==> config.mk <==
export PLATFORM = sky130hd
export DESIGN_NAME = shift_add_multiplier_flat
export DESIGN_NICKNAME = d
export VERILOG_FILES = /design/src/rtl/shift_add_multiplier_if.sv /design/src/rtl/shift_add_multiplier.sv /design/src/flat_wrapper.sv
export SDC_FILE = /design/constraint.sdc
export NUM_CORES = 1
export LEC_CHECK = 0
export CORE_AREA = 2 2 94 96
export CTS_BUF_LIST = sky130_fd_sc_hd__clkbuf_2
export CTS_CLUSTER_DIAMETER = 120
export CTS_CLUSTER_SIZE = 14
export DETAILED_ROUTE_END_ITERATION = 8
export DIE_AREA = 0 0 96 98
export PLACE_DENSITY = 0.8
export SLEW_MARGIN = 10
export SYNTH_ARGS = -nofsm -noshare
export SYNTH_HDL_FRONTEND = slang
export SYNTH_SLANG_ARGS = --single-unit
==> constraint.sdc <==
create_clock -name clk_i -period 6 [get_ports clk_i]
set_input_delay 0.6 -clock clk_i [delete_from_list [all_inputs] [get_ports clk_i]]
set_output_delay 0.6 -clock clk_i [all_outputs]
set_load 0.02 [all_outputs]
==> src/rtl/shift_add_multiplier_if.sv <==
// Operand/result bundle for the sequential shift-and-add multiplier.
// The master issues operands and the start strobe, the slave returns the product.
interface shift_add_multiplier_if #(
    parameter int DATA_WIDTH = 16
);
    logic [DATA_WIDTH-1:0]   multiplicand_i;
    logic [DATA_WIDTH-1:0]   multiplier_i;
    logic                    data_valid_i;
    logic [2*DATA_WIDTH-1:0] product_o;
    logic                    data_valid_o;
    logic                    idle_o;

    modport master (
        output multiplicand_i,
        output multiplier_i,
        output data_valid_i,
        input  product_o,
        input  data_valid_o,
        input  idle_o
    );

    modport slave (
        input  multiplicand_i,
        input  multiplier_i,
        input  data_valid_i,
        output product_o,
        output data_valid_o,
        output idle_o
    );
endinterface

==> src/rtl/shift_add_multiplier.sv <==
// Radix-2 shift-and-add unsigned multiplier, one multiplier bit per enabled cycle.
// Shares the start/valid/idle handshake of the iterative divider.
module shift_add_multiplier #(
    parameter int DATA_WIDTH = 16
) (
    input  logic                 clk_i,
    input  logic                 rst_i,
    input  logic                 clk_en_i,
    shift_add_multiplier_if.slave bus
);
    localparam int W  = DATA_WIDTH;
    localparam int CW = $clog2(DATA_WIDTH);

    typedef enum logic [1:0] {
        IDLE,
        MULTIPLY,
        FINISH
    } state_t;

    state_t          state_q, state_d;
    logic [CW-1:0]   cnt_q, cnt_d;
    logic [W-1:0]    mcand_q, mcand_d;
    logic [2*W:0]    acc_q, acc_d;
    logic [2*W-1:0]  product_q, product_d;
    logic            valid_q, valid_d;
    logic [W:0]      sum;
    logic [2*W:0]    shifted;

    always_comb begin
        state_d   = state_q;
        cnt_d     = cnt_q;
        mcand_d   = mcand_q;
        acc_d     = acc_q;
        product_d = product_q;
        valid_d   = valid_q;
        // carry is always zero entering an iteration; it is the sum's top bit
        sum       = acc_q[2*W:W] + (acc_q[0] ? {1'b0, mcand_q} : '0);
        shifted   = {sum, acc_q[W-1:0]};
        if (clk_en_i) begin
            valid_d = 1'b0;
            unique case (state_q)
                IDLE: begin
                    mcand_d = bus.multiplicand_i;
                    acc_d   = {1'b0, {W{1'b0}}, bus.multiplier_i};
                    cnt_d   = '0;
                    if (bus.data_valid_i) begin
                        state_d = MULTIPLY;
                    end
                end
                MULTIPLY: begin
                    acc_d = {1'b0, shifted[2*W:1]};
                    cnt_d = cnt_q + 1'b1;
                    if (cnt_q == CW'(W - 1)) begin
                        state_d = FINISH;
                    end
                end
                FINISH: begin
                    product_d = acc_q[2*W-1:0];
                    valid_d   = 1'b1;
                    state_d   = IDLE;
                end
                default: begin
                    state_d = IDLE;
                end
            endcase
        end
    end

    always_ff @(posedge clk_i) begin
        if (rst_i) begin
            state_q   <= IDLE;
            cnt_q     <= '0;
            product_q <= '0;
            valid_q   <= 1'b0;
        end else begin
            state_q   <= state_d;
            cnt_q     <= cnt_d;
            product_q <= product_d;
            valid_q   <= valid_d;
        end
    end

    always_ff @(posedge clk_i) begin
        mcand_q <= mcand_d;
        acc_q   <= acc_d;
    end

    assign bus.product_o    = product_q;
    assign bus.data_valid_o = valid_q;
    assign bus.idle_o       = (state_d == IDLE);
endmodule

==> src/flat_wrapper.sv <==
// flat-port wrapper written by rule: the top's interface ports become plain ports
module shift_add_multiplier_flat 
#(
    parameter int DATA_WIDTH = 16
)
  (clk_i, rst_i, clk_en_i, bus_multiplicand_i, bus_multiplier_i, bus_data_valid_i, bus_product_o, bus_data_valid_o, bus_idle_o);
  shift_add_multiplier_if #(.DATA_WIDTH(DATA_WIDTH)) bus_i ();
  input  logic clk_i;
  input  logic rst_i;
  input  logic clk_en_i;
  input wire logic [$bits(bus_i.multiplicand_i)-1:0] bus_multiplicand_i;
  input wire logic [$bits(bus_i.multiplier_i)-1:0] bus_multiplier_i;
  input wire logic [$bits(bus_i.data_valid_i)-1:0] bus_data_valid_i;
  output wire logic [$bits(bus_i.product_o)-1:0] bus_product_o;
  output wire logic [$bits(bus_i.data_valid_o)-1:0] bus_data_valid_o;
  output wire logic [$bits(bus_i.idle_o)-1:0] bus_idle_o;
  assign bus_i.multiplicand_i = bus_multiplicand_i;
  assign bus_i.multiplier_i = bus_multiplier_i;
  assign bus_i.data_valid_i = bus_data_valid_i;
  assign bus_product_o = bus_i.product_o;
  assign bus_data_valid_o = bus_i.data_valid_o;
  assign bus_idle_o = bus_i.idle_o;
  shift_add_multiplier #(.DATA_WIDTH(DATA_WIDTH)) u_core (.clk_i(clk_i), .rst_i(rst_i), .clk_en_i(clk_en_i), .bus(bus_i));
endmodule
==> summary.md <==
| Metric | Value |
|---|---|
| Status | completed |
| Clock Tree Buf Depth | 2 |
| Crit path launch type | flop |
| Hold Buf Count CTS | 0 |
| Ant diodes | 0 |
| Vias in the first global route | 3229 |
| Clock sink count | 87 |
| Pwr per Cell Area | 230 nW/um2 |
| First-pass GRT wire length | 15300 um |
| DR pass1 iterations | 4 |
| Starting Density | a little under half |
| Fill cells | 730 |
| Max Clk Rate | 351 MHz |
| R2R Path Start | u_core.acc_q[0] |
| P&R area growth vs syn | 22.3% |
| Max_cap viols | 0 |
| Clock network power share | 26.8% |
| Crit share post-route | about 47% |
| Multi-input gate area | 1730 um2 |
| Global route overflow | 0 |
| Worst Path Arrival | 3.16 ns |
| Hold crit path type | flop to flop |
| YS warnings | 0 |
| Drt wl/cell | 15.2 um |
| Hold_sp | u_core.bus.product_o[3] |
| Setup Skew | 0.0365 ns |
| Worst Path Required | 6.31 ns |
| Pin count of the biggest net entering global routing | 40 |
| Worst-path clk slew | around 0.22 ns |
| Synth Instances | 435 |
| CP endpoint kind | flop |
| Setup_tns | 0 ns |
| Final antenna-violating net count | 0 |
| Reg area | 2220 um2 |
| Crit Path Max Fanout | 17 |
| Final wirelength | about 9300 um |
| Final GP Congestion | 0.952 |
| Slew @ Worst Pin | 0.713 ns |
| Antenna violations before repair | 0 |
| Register area share after synthesis | 54.7% |
| Reg power frac | 59.0% |
| DR vias | 3327 |
| Drt via density | around 5.4 |
| Setup Buffers After CTS | 0 |
| Unique masters post-synth | 38 |
| Crit Path Class | flop to flop |
| Net switching power | 310 uW |
| CTS H-tree depth | 3 |
| Switch share | a little over a quarter |
| Endpoints failing hold | 0 |
| Dpl hpwl | 6530 um |
| Clk Latency, worst-skew pair | 0.55 ns |
| Peak supply drop | 0.104 mV |
| Syn avg cell area | 9.34 um2 |
| Max transition margin | between 50% and 60% |
| Height of the die | 98 um |
| # DRC | 0 |
| Overall Global Routing Usage | 20.9% |
| Die W | around 96 um |
| Static Leak | around 0.0019 uW |
| Root Buffer | clkbuf_2 |
| Initial drt markers | 206 |
| Area of the mapped netlist | 4060 um2 |
| Syn_nets | 489 |
| RSZ-0062 raised after global routing | false |
| Die area | 9410 um2 |
| Total CTS buffers | 9 |
| Row cnt | 34 |
| Final setup vio count | 0 |
| Final std cells w/o fill | slightly above 600 |
| Top Ports | 70 |
| Fraction of layout cells with a size suffix above 1 | 4.94% |
| Core area | between 8000 and 9000 um2 |
| Final Critical Period | around 2.8 ns |
| Placed Instances | 598 |
| Worst Setup SP | u_core.acc_q[0] |
| Post-CTS sizing | 0 |
| CTS tree | built |
| PortBufs | around 70 |
| Slew Limit Fails | 0 |
| Int Power | just over 800 uW |
| Flip-flop and latch count after synthesis | 87 |
| Layout Nets | 555 |
| Logic pwr share | roughly 14% |
cells in the mapped netlist (all sizes together):
| cell | instances | area (um2) |
|---|---|---|
| xor2 | 3 | 26.3 |
| o2111ai | 1 | 8.76 |
| mux2i | 3 | 30.0 |
| o21ai | 8 | 40.0 |
| or4 | 1 | 7.51 |
| o311ai | 1 | 8.76 |
| inv | 7 | 26.3 |
| and2 | 20 | 125 |
| nor3 | 5 | 30.0 |
| ha | 17 | 213 |
| clkbuf | 12 | 45.0 |
| a21o | 3 | 22.5 |
| buf | 8 | 38.8 |
| nand3 | 7 | 35.0 |
| dfxtp | 39 | 781 |
| a211oi | 1 | 7.51 |
| a21oi | 56 | 280 |
| a221oi | 1 | 15.0 |
| nor2 | 23 | 88.8 |
| nor3b | 2 | 15.0 |
| o22ai | 1 | 6.26 |
| and3 | 4 | 25.0 |
| nand2b | 8 | 50.1 |
| o211ai | 6 | 45.0 |
| nand4 | 5 | 31.3 |
| a31oi | 2 | 12.5 |
| a311o | 1 | 10.0 |
| o21a | 6 | 45.0 |
| xnor2 | 3 | 26.3 |
| edfxtp | 48 | 1440 |
| a211o | 1 | 8.76 |
| fa | 1 | 20.0 |
| or3 | 1 | 6.26 |
| nor2b | 1 | 6.26 |
| nand2 | 129 | 484 |
power groups by stage:
stage / combinational (uW) / sequential, uW / clock, uW
6_report: 162 / 674 / 306
5_1_grt: 180 / 677 / 336
4_1_cts: 162 / 673 / 315
3_5_place_dp: 160 / 686 / 0
3_3_place_gp: 154 / 685 / 0
2_1_floorplan: 106 / 679 / 0
state kept, by name, summed over array words and instances, names as in the netlist:
| signal | cells |
|---|---|
| u_core.acc_q | 32 |
| u_core.cnt_q | 4 |
| u_core.bus.product_o | 32 |
| u_core.mcand_q | 16 |
| u_core.bus.data_valid_o | 1 |
| u_core.state_q | 2 |
layer usage:
| layer | global-route usage [%] | vias up | routed length, um |
|---|---|---|---|
| met5 | 0 | - | 0 |
| met4 | 6.92 | 0 | 140 |
| met3 | 4.55 | 10 | 413 |
| met2 | 33.0 | 85 | 4570 |
| met1 | 28.5 | 1599 | 4190 |
| li1 | - | 1633 | - |
metrics by stage:
step / hold WS [ns] / area [um2] / total power, uW / util [%] / setup slack (ns)
final: 0.471 / 4970 / 1140 / 58.7 / 3.15
after global routing: 0.498 / 4970 / 1190 / 58.7 / 2.84
after CTS: 0.472 / 4970 / 1150 / 58.7 / 3.17
after detailed placement: 0.449 / 4850 / 846 / 57.3 / 3.20
after global placement: 0.440 / 4850 / 839 / 57.3 / 3.22
after floorplan: 0.449 / 4060 / 785 / - / 3.64
critical path, stage by stage (launching register included):
cell and delay (ns):
edfxtp_1 0.67, and2_1 0.25, ha_1 0.20, fa_1 0.40, a21o_1 0.22, a221oi_2 0.45, o211ai_1 0.18, a21oi_1 0.20
nor3_2 0.06
placed cells by master, fill, tap and decap left out, types with 2 or more instances in the layout:
cell,Yosys,routed
a21o_1,3,3
and3_1,4,3
nor3b_1,2,2
and2_1,20,20
inv_1,7,7
ha_1,17,17
nand2_1,129,129
dfxtp_1,39,39
nand4_1,5,5
o21a_1,6,6
xnor2_1,3,3
buf_4,0,6
xor2_1,3,3
clkinv_4,0,2
clkdlybuf4s50_1,0,69
a21oi_1,56,56
o21ai_0,8,8
nand2b_1,8,8
a31oi_1,2,2
nor2_1,22,22
mux2i_1,3,3
nor3_1,4,4
clkbuf_2,0,10
nand3_1,7,7
edfxtp_1,48,48
o211ai_1,6,6
kinds of logic after synthesis:
family                   after synthesis  synth area share (%)
AND/OR/NAND/NOR                      206                  22.3
AO/OA/AOI/OAI                         88                  12.6
flip-flops                            87                  54.7
buffers and inverters                 27                  2.71
adder cells (fa/ha/maj)               18                  5.73
XOR/XNOR                               6                  1.29
multiplexers                           3                 0.739
cell type report:
type	instances	share of cell area, %
clock buffer	10	1.01
sequential	87	44.7
inverter	7	0.529
multi-input combinational	321	34.8
tap	108	2.72
timing repair buffer	75	14.8
clock inverter	6	1.38
final timing paths:
kind / to / slack (ns) / cells after the start
min: u_core.bus.product_o[3] / 0.47 / 2
max: u_core.acc_q[25] / 3.15 / 8
max reg2reg: u_core.acc_q[25] / 3.15 / 8
min reg2reg: u_core.bus.product_o[3] / 0.47 / 2
Note: power is estimated with default switching activity, not from simulation.
